[src/rtl/clock_pkg.sv]
`default_nettype none
// ============================================================================
//  Module   : clock_pkg
//  Brief    : Shared time-field limits for the HMS clock controller.
//  Revision : 1.0 - initial release
// ============================================================================
package clock_pkg;

    localparam int SEC_MAX   = 59;
    localparam int MIN_MAX   = 59;
    localparam int HOUR_MAX  = 23;
    localparam int HOUR_NOON = 12;

endpackage : clock_pkg
`default_nettype wire

[src/rtl/clock_prescaler.sv]
`default_nettype none
// ============================================================================
//  Module   : clock_prescaler
//  Brief    : Enabled terminal-count prescaler; one tick per i_freq+1 cycles.
//  Revision : 1.0 - initial release
// ============================================================================
module clock_prescaler #(
    parameter int P_COUNT_BIT = 5
) (
    input  logic                   clk,
    input  logic                   reset,
    input  logic                   en,
    input  logic                   clr,
    input  logic [P_COUNT_BIT-1:0] i_freq,
    output logic                   o_tick
);

    logic [P_COUNT_BIT-1:0] r_cnt;
    logic                   w_terminal;

    // >= rather than == so a terminal value lowered mid-count still ticks promptly
    assign w_terminal = (r_cnt >= i_freq);
    assign o_tick     = en & ~clr & w_terminal;

    always_ff @(posedge clk or negedge reset) begin
        if (!reset) begin
            r_cnt <= '0;
        end else if (clr) begin
            r_cnt <= '0;
        end else if (en) begin
            if (w_terminal) begin
                r_cnt <= '0;
            end else begin
                r_cnt <= r_cnt + P_COUNT_BIT'(1);
            end
        end
    end

endmodule : clock_prescaler
`default_nettype wire

[src/rtl/clock_hms_ctrl.sv]
`default_nettype none
// ============================================================================
//  Module   : clock_hms_ctrl
//  Brief    : Prescaled H:M:S clock with load, 12/24h display and tick pulses.
//             Optional alarm comparator enabled by macro CLOCK_ALARM_EN.
//  Revision : 1.0 - initial release
// ============================================================================
module clock_hms_ctrl
    import clock_pkg::*;
#(
    parameter int P_COUNT_BIT = 5,
    parameter int P_SEC_BIT   = 6,
    parameter int P_MIN_BIT   = 6,
    parameter int P_HOUR_BIT  = 5
) (
    input  logic                   clk,
    input  logic                   reset,
    input  logic                   en,
    input  logic [P_COUNT_BIT-1:0] i_freq,
    input  logic                   i_load,
    input  logic [P_SEC_BIT-1:0]   i_load_sec,
    input  logic [P_MIN_BIT-1:0]   i_load_min,
    input  logic [P_HOUR_BIT-1:0]  i_load_hour,
    input  logic                   i_mode_12h,
    output logic [P_SEC_BIT-1:0]   sec,
    output logic [P_MIN_BIT-1:0]   min,
    output logic [P_HOUR_BIT-1:0]  hour,
    output logic [P_HOUR_BIT-1:0]  o_disp_hour,
    output logic                   o_pm,
    output logic                   o_sec_tick,
    output logic                   o_day_tick
`ifdef CLOCK_ALARM_EN
    ,
    input  logic [P_HOUR_BIT-1:0]  i_alarm_hour,
    input  logic [P_MIN_BIT-1:0]   i_alarm_min,
    input  logic                   i_alarm_arm,
    input  logic                   i_alarm_clr,
    output logic                   o_alarm
`endif
);

    localparam logic [P_SEC_BIT-1:0]  c_sec_max   = P_SEC_BIT'(SEC_MAX);
    localparam logic [P_MIN_BIT-1:0]  c_min_max   = P_MIN_BIT'(MIN_MAX);
    localparam logic [P_HOUR_BIT-1:0] c_hour_max  = P_HOUR_BIT'(HOUR_MAX);
    localparam logic [P_HOUR_BIT-1:0] c_hour_noon = P_HOUR_BIT'(HOUR_NOON);

    logic [P_SEC_BIT-1:0]  r_sec;
    logic [P_MIN_BIT-1:0]  r_min;
    logic [P_HOUR_BIT-1:0] r_hour;
    logic                  r_sec_tick;
    logic                  r_day_tick;

    logic                  w_tick;
    logic [P_SEC_BIT-1:0]  w_sec_nxt;
    logic [P_MIN_BIT-1:0]  w_min_nxt;
    logic [P_HOUR_BIT-1:0] w_hour_nxt;
    logic                  w_day_wrap;
    logic [P_SEC_BIT-1:0]  w_load_sec;
    logic [P_MIN_BIT-1:0]  w_load_min;
    logic [P_HOUR_BIT-1:0] w_load_hour;
    logic [P_HOUR_BIT-1:0] w_disp_hour;
    logic                  w_pm;

    clock_prescaler #(
        .P_COUNT_BIT (P_COUNT_BIT)
    ) u_prescaler (
        .clk    (clk),
        .reset  (reset),
        .en     (en),
        .clr    (i_load),
        .i_freq (i_freq),
        .o_tick (w_tick)
    );

    // Ripple carry through the three fields for the next second
    always_comb begin
        w_sec_nxt  = r_sec;
        w_min_nxt  = r_min;
        w_hour_nxt = r_hour;
        w_day_wrap = 1'b0;
        if (r_sec == c_sec_max) begin
            w_sec_nxt = '0;
            if (r_min == c_min_max) begin
                w_min_nxt = '0;
                if (r_hour == c_hour_max) begin
                    w_hour_nxt = '0;
                    w_day_wrap = 1'b1;
                end else begin
                    w_hour_nxt = r_hour + P_HOUR_BIT'(1);
                end
            end else begin
                w_min_nxt = r_min + P_MIN_BIT'(1);
            end
        end else begin
            w_sec_nxt = r_sec + P_SEC_BIT'(1);
        end
    end

    assign w_load_sec  = (i_load_sec  > c_sec_max)  ? '0 : i_load_sec;
    assign w_load_min  = (i_load_min  > c_min_max)  ? '0 : i_load_min;
    assign w_load_hour = (i_load_hour > c_hour_max) ? '0 : i_load_hour;

    always_ff @(posedge clk or negedge reset) begin
        if (!reset) begin
            r_sec      <= '0;
            r_min      <= '0;
            r_hour     <= '0;
            r_sec_tick <= 1'b0;
            r_day_tick <= 1'b0;
        end else if (i_load) begin
            r_sec      <= w_load_sec;
            r_min      <= w_load_min;
            r_hour     <= w_load_hour;
            r_sec_tick <= 1'b0;
            r_day_tick <= 1'b0;
        end else if (w_tick) begin
            r_sec      <= w_sec_nxt;
            r_min      <= w_min_nxt;
            r_hour     <= w_hour_nxt;
            r_sec_tick <= 1'b1;
            r_day_tick <= w_day_wrap;
        end else begin
            r_sec_tick <= 1'b0;
            r_day_tick <= 1'b0;
        end
    end

    always_comb begin
        w_disp_hour = r_hour;
        w_pm        = 1'b0;
        if (i_mode_12h) begin
            if (r_hour == '0) begin
                w_disp_hour = c_hour_noon;
            end else if (r_hour < c_hour_noon) begin
                w_disp_hour = r_hour;
            end else if (r_hour == c_hour_noon) begin
                w_disp_hour = c_hour_noon;
                w_pm        = 1'b1;
            end else begin
                w_disp_hour = r_hour - c_hour_noon;
                w_pm        = 1'b1;
            end
        end
    end

    assign sec         = r_sec;
    assign min         = r_min;
    assign hour        = r_hour;
    assign o_disp_hour = w_disp_hour;
    assign o_pm        = w_pm;
    assign o_sec_tick  = r_sec_tick;
    assign o_day_tick  = r_day_tick;

`ifdef CLOCK_ALARM_EN
    logic r_alarm;
    logic w_alarm_match;

    // Only a counting tick can arm the flag; a load onto the alarm time cannot
    assign w_alarm_match = i_alarm_arm & w_tick & ~i_load
                         & (w_hour_nxt == i_alarm_hour)
                         & (w_min_nxt  == i_alarm_min)
                         & (w_sec_nxt  == '0);

    always_ff @(posedge clk or negedge reset) begin
        if (!reset) begin
            r_alarm <= 1'b0;
        end else if (w_alarm_match) begin
            r_alarm <= 1'b1;
        end else if (i_alarm_clr || !i_alarm_arm) begin
            r_alarm <= 1'b0;
        end
    end

    assign o_alarm = r_alarm;
`endif

endmodule : clock_hms_ctrl
`default_nettype wire

[config.mk]
export PLATFORM = sky130hd
export DESIGN_NAME = clock_hms_ctrl
export DESIGN_NICKNAME = d
export VERILOG_FILES = /design/src/rtl/clock_pkg.sv /design/src/rtl/clock_prescaler.sv /design/src/rtl/clock_hms_ctrl.sv
export SDC_FILE = /design/constraint.sdc
export NUM_CORES = 1
export LEC_CHECK = 0
export CAP_MARGIN = 5
export CORE_MARGIN = 10
export CORE_UTILIZATION = 47
export DETAILED_ROUTE_END_ITERATION = 8
export GPL_TIMING_DRIVEN = 1
export PLACE_DENSITY = 0.76
export SLEW_MARGIN = 20
export SYNTH_ARGS = -nofsm -noshare
export SYNTH_HDL_FRONTEND = slang
export SYNTH_HIERARCHICAL = 1
export SYNTH_SLANG_ARGS = --single-unit
[constraint.sdc]
create_clock -name clk -period 3.6 [get_ports clk]
set_clock_uncertainty 0.2 [all_clocks]
set_input_delay 0.36 -clock clk [delete_from_list [all_inputs] [get_ports clk]]
set_output_delay 0.36 -clock clk [all_outputs]
set_load 0.02 [all_outputs]
==> results.ini, run 1 <==
[status]
status=complete, no violations

[floorplan]
die_h_um=80.61
die_area_um2=6498
core_um2=3442
initial_core_util_pct=50.16
num_io_pins=52
die_width_um=80.61
rows=21

[synth]
postSynthAreaPerCell_um2=8.464
synth-seq-cells=24
syn_inst=204
yosysSeqAreaShare_pct=34.78
yosysWarningCount=6
synth_top_area_share_pct=34.78
ys_types=47
synth_edf_count=0
synth_flop_cell=dfrtp_1
synth_area_leader_cell=dfrtp_1
syn-num-nets=244
synth.area.top_cells=dfrtp_1 35%, ha_1 9.4%, nand3_1 4.1%
async_flop_share_pct=100.0
synth_area_um2=1727

[routing]
antenna_left=0
vias=1707
viasPerCell=5.690
wire_per_inst_um=15.27
dr.pass1.iters=4
remaining_drc_errors=0
drtIter0Drc=123
routed_wl_um=4582

[power]
power_per_cell_area_nw_per_um2=362.5
leakagePower_nw=0.9629
ir_drop_mv=0.2029

[clock_network]
cts_tree=done
clk_pin_slew_ps=80
cts-root-buf=clkbuf_8
htreeDepth=1
insertion_delay_ps=260
cts_hold_buffers=0
post_cts_resized=0
cts.path.max_buffers=2
cts_num_sinks=24
cts_inserted_buffers=3
cts_setup_buffers=0

[grt]
antenna_found_initial=0
gr-total-overflow=0
grt_pass1_vias=1662
grt_first_pass_wirelength_um=7548
gr-usage-all-layers_pct=13.83
grt_max_degree=32

[worst_setup_path]
critPathLaunchType=flip-flop
endpoint_kind=output port
critPathKind=flip-flop to output port
arrival_ps=2260
critPathRequiredTime_ps=3040
crit_fanout=10

[layout]
n_antenna_cell=0
final_layout_size_suffix_gt1_share_pct=5.118
final_common_cell=clkdlybuf4s50_1
fin_nets=295
nFillCells=305
area_delta_synth_final_pct=35.29
layout_common_cells=50 x clkdlybuf4s50_1, 24 x dfrtp_1, 18 x nand2_1
fin_cells=300

[flow_run]
cap_violations=0

[place]
dp_hpwl_um=3587
globalplace.congestion=0.8055
port_buffers=51
dp_cells=295

[timing]
finalSetupViolCount=0
min_period_over_period_pct=78.35
hold_viol=0
period_minus_slack_ps=2821
rsz0062_at_grt=false
fin_tns_setup_ps=0
relSlewSlack_pct=64.45
fmax_ghz=0.3545
report.final.slew_viol_count=0
whs_ps=352.3
tightestPinTransition_ps=533.3

[hold_path]
min_path_type=flip-flop to flip-flop

[power by group]
part,internal [W],total (W),switching [W]
registers,0.000296,0.000346,0.0000498
clock network,0.0000974,0.000179,0.0000814
logic,0.000158,0.000322,0.000164
[synth_stat cells (2+ instances only)]
cell and n:
o211ai_1 3, or2_2 2, o41ai_1 3, dfrtp_1 24
inv_1 15, o21ai_0 9, o21ai_1 5, nand3_1 14
o31ai_1 2, a311o_1 4, buf_2 3, o311ai_0 2
a31oi_1 8, xor2_1 2, nand2b_1 2, nor2_1 11
nand4_1 6, clkbuf_1 5, and3_1 2, nor3_1 4
ha_1 13, nand2_1 18, mux2i_1 3, a21oi_1 11
nor2b_1 7, a22oi_1 3, a32oi_1 3
[through the flow]
stage	power (W)	setup WS (ps)	instance area [um^2]	util, %
floorplan	0.0005175	1102	1727	-
detailed placement	0.0006739	630.2	2276	66.12
global placement	0.0006713	678.8	2276	66.12
finish	0.0008467	779.4	2336	67.87
CTS	0.0008531	790.8	2331	67.72
global route	0.0009011	569.5	2336	67.87
[cell families after synthesis]
logic type / after synthesis / synth area share, %
AND/OR/NAND/NOR: 75 / 22.54
AO/OA/AOI/OAI: 62 / 24.57
buffers and inverters: 24 / 5.434
flip-flops: 24 / 34.78
adder cells (fa/ha/maj): 13 / 9.421
XOR/XNOR: 3 / 1.522
multiplexers: 3 / 1.739
[per-layer routing]
metal  track usage, %  vias to the layer above  wire [um]  part of all wire, %
li1                 -                      861          -                    -
met1            17.84                      793       2133                   47
met2            23.01                       49       2139                   47
met3            2.450                        4        272                  5.9
met4            3.521                        0         36                 0.79
met5                0                        -          0                    0
[state kept, by name (all words and copies together), names as in the netlist]
| signal | count |
|---|---|
| o_day_tick | 1 |
| u_prescaler/r_cnt | 5 |
| min | 6 |
| sec | 6 |
| hour | 5 |
| o_sec_tick | 1 |
[worst paths after layout]
| check | startpoint | endpoint | slack (ps) | depth (start not counted) |
|---|---|---|---|---|
| max | hour[2]$_DFFE_PN0P_ | o_disp_hour[4] | 780 | 6 |
| min | u_prescaler/r_cnt[4]$_DFFE_PN0P_ | u_prescaler/r_cnt[4]$_DFFE_PN0P_ | 350 | 2 |
| max reg2reg | u_prescaler/r_cnt[2]$_DFFE_PN0P_ | min[4]$_DFFE_PN0P_ | 1010 | 9 |
| min reg2reg | u_prescaler/r_cnt[4]$_DFFE_PN0P_ | u_prescaler/r_cnt[4]$_DFFE_PN0P_ | 350 | 2 |
| max in group asynchronous | reset | sec[1]$_DFFE_PN0P_ | 2440 | 2 |
| min in group asynchronous | reset | u_prescaler/r_cnt[4]$_DFFE_PN0P_ | 410 | 2 |
[layout make-up]
| cell class | count | area (um^2) | area share [%] |
|---|---|---|---|
| Inverter | 16 | 60.06 | 2.571 |
| Clock buffer | 4 | 55.05 | 2.357 |
| Timing Repair Buffer | 54 | 530.5 | 22.71 |
| Sequential cell | 24 | 600.6 | 25.71 |
| Tap cell | 46 | 57.56 | 2.464 |
| Multi-Input combinational cell | 156 | 1032 | 44.19 |
[critical path, cell delays in order (launching register included)]
cell	delay, ps
dfrtp_1	520
inv_1	140
ha_1	230
nand2_1	70
a31oi_1	100
o41ai_1	270
clkdlybuf4s50_1	670
Power figures use the tool's default switching activity.
==> run 2, diff against run 1 <==
clock period = 2.8 ns   (was 3.6 ns; I/O delays follow)
==> run 2 against run 1 <==
Register-to-register slack worse by 740 ps; non-clock buffer count is 6 higher; utilization is 1.5 points higher; count of clock-buffer cells in the layout is 1 lower; sequential share of layout area is 0.43 points lower; via count is 0.88% higher; first-iteration DRC count is 7.3% lower; largest power group unchanged.
==> results.ini, run 2 (synthesis results as in run 1) <==
[grt]
gr-total-overflow=0
gr-usage-all-layers_pct=13.35
antenna_found_initial=0
grt_max_degree=32
grt_pass1_vias=1567
grt_first_pass_wirelength_um=7300

[timing]
finalSetupViolCount=0
relSlewSlack_pct=68.39
hold_viol=0
report.final.slew_viol_count=0
tightestPinTransition_ps=468.0
period_minus_slack_ps=2564
min_period_over_period_pct=91.56
rsz0062_at_grt=false
fmax_ghz=0.3901
fin_tns_setup_ps=0

[power]
power_w=0.001069
power_per_cell_area_nw_per_um2=447.9
ir_drop_mv=0.2629
leakagePower_nw=1.015

[clock_network]
insertion_delay_ps=270
cts_num_sinks=24
cts-root-buf=clkbuf_8
clk_pin_slew_ps=80
post_cts_resized=0
cts_hold_buffers=0
cts.path.max_buffers=2
cts_setup_buffers=0
cts_inserted_buffers=3
htreeDepth=1
cts_tree=done

[floorplan]
die_width_um=80.61
core_um2=3442
die_h_um=80.61
num_io_pins=52
initial_core_util_pct=50.16
die_area_um2=6498
rows=21

[layout]
area_delta_synth_final_pct=38.19
final_layout_size_suffix_gt1_share_pct=8.108
fin_nets=301
final_common_cell=clkdlybuf4s50_1
layout_common_cells=48 x clkdlybuf4s50_1, 22 x dfrtp_1, 18 x nand2_1
n_antenna_cell=0
multi_input_area_um2=1039
seqCellArea_um2=603.1
final_area_um2=2386
nFillCells=279

[routing]
drtIter0Drc=114
routed_wl_um=4519
vias=1722
antenna_left=0
dr.pass1.iters=4
remaining_drc_errors=0
viasPerCell=5.646
wire_per_inst_um=14.82

[place]
globalplace.congestion=0.7864
port_buffers=51
dpl_cell_area_um2=2328
dp_hpwl_um=3549

[flow_run]
cap_violations=0

[worst_setup_path]
arrival_ps=2080
critPathRequiredTime_ps=2320
cp_cell_sequence=ha_1 > a31oi_1 > nor4b_2 > nor2_1 > clkdlybuf4s50_1
crit_fanout=10
max_stage_delay_ps=550
endpoint_kind=output port
critPathTopFamily=buffers and inverters
critPathLaunchType=flip-flop
critPathKind=flip-flop to output port
critPathBufInv=1
slowest_stage=clkdlybuf4s50_1

[hold_path]
min_path_type=input pin to asynchronous set/reset pin

[status]
status=complete, no violations

==> run 2: worst paths after layout <==
kind | slack [ps] | end | cells past startpoint | startpoint
worst max register to register | 270 | min[0]$_DFFE_PN0P_ | 9 | u_prescaler/r_cnt[0]$_DFFE_PN0P_
worst min-delay path | 170 | u_prescaler/r_cnt[4]$_DFFE_PN0P_ | 2 | reset
min in group clk | 350 | u_prescaler/r_cnt[4]$_DFFE_PN0P_ | 2 | u_prescaler/r_cnt[4]$_DFFE_PN0P_
max in group asynchronous | 1970 | hour[3]$_DFFE_PN0P_ | 2 | reset
worst min register to register | 350 | u_prescaler/r_cnt[4]$_DFFE_PN0P_ | 2 | u_prescaler/r_cnt[4]$_DFFE_PN0P_
worst max-delay path | 240 | o_disp_hour[0] | 5 | hour[3]$_DFFE_PN0P_
==> run 2: power by group <==
group          total (W)  switching (W)  leakage [nW]  internal (W)
clock           0.000207       0.000110        0.0216     0.0000964
sequential      0.000447      0.0000646         0.303      0.000382
combinational   0.000415       0.000210         0.691      0.000205
total            0.00107       0.000385          1.02      0.000684
==> run 2: layout make-up <==
class | instances | share of cell area, %
tap | 46 | 2.412
multi-input combinational | 156 | 43.52
clock buffer | 3 | 1.730
sequential | 24 | 25.28
timing repair buffer | 60 | 24.54
inverter | 16 | 2.517
==> run 2: metrics by stage <==
step                      setup slack (ps)  instances  hold slack, ps  utilization [%]
after global routing                 56.18        305           186.6            69.32
final                                236.4        305           165.4            69.32
after CTS                            52.50        305           173.1            68.85
after floorplan                      301.8        204          -215.6                -
after detailed placement            -32.61        302           334.0            67.65
after global placement               12.20        302           332.7            67.65
==> run 2: per-layer routing <==
metal / wire length (um) / vias to the layer above / track usage (%)
met3: 253 / 4 / 2.673
met4: 36 / 0 / 3.169
met2: 2099 / 43 / 22.29
li1: - / 873 / -
met1: 2130 / 802 / 17.04
met5: 0 / - / 0
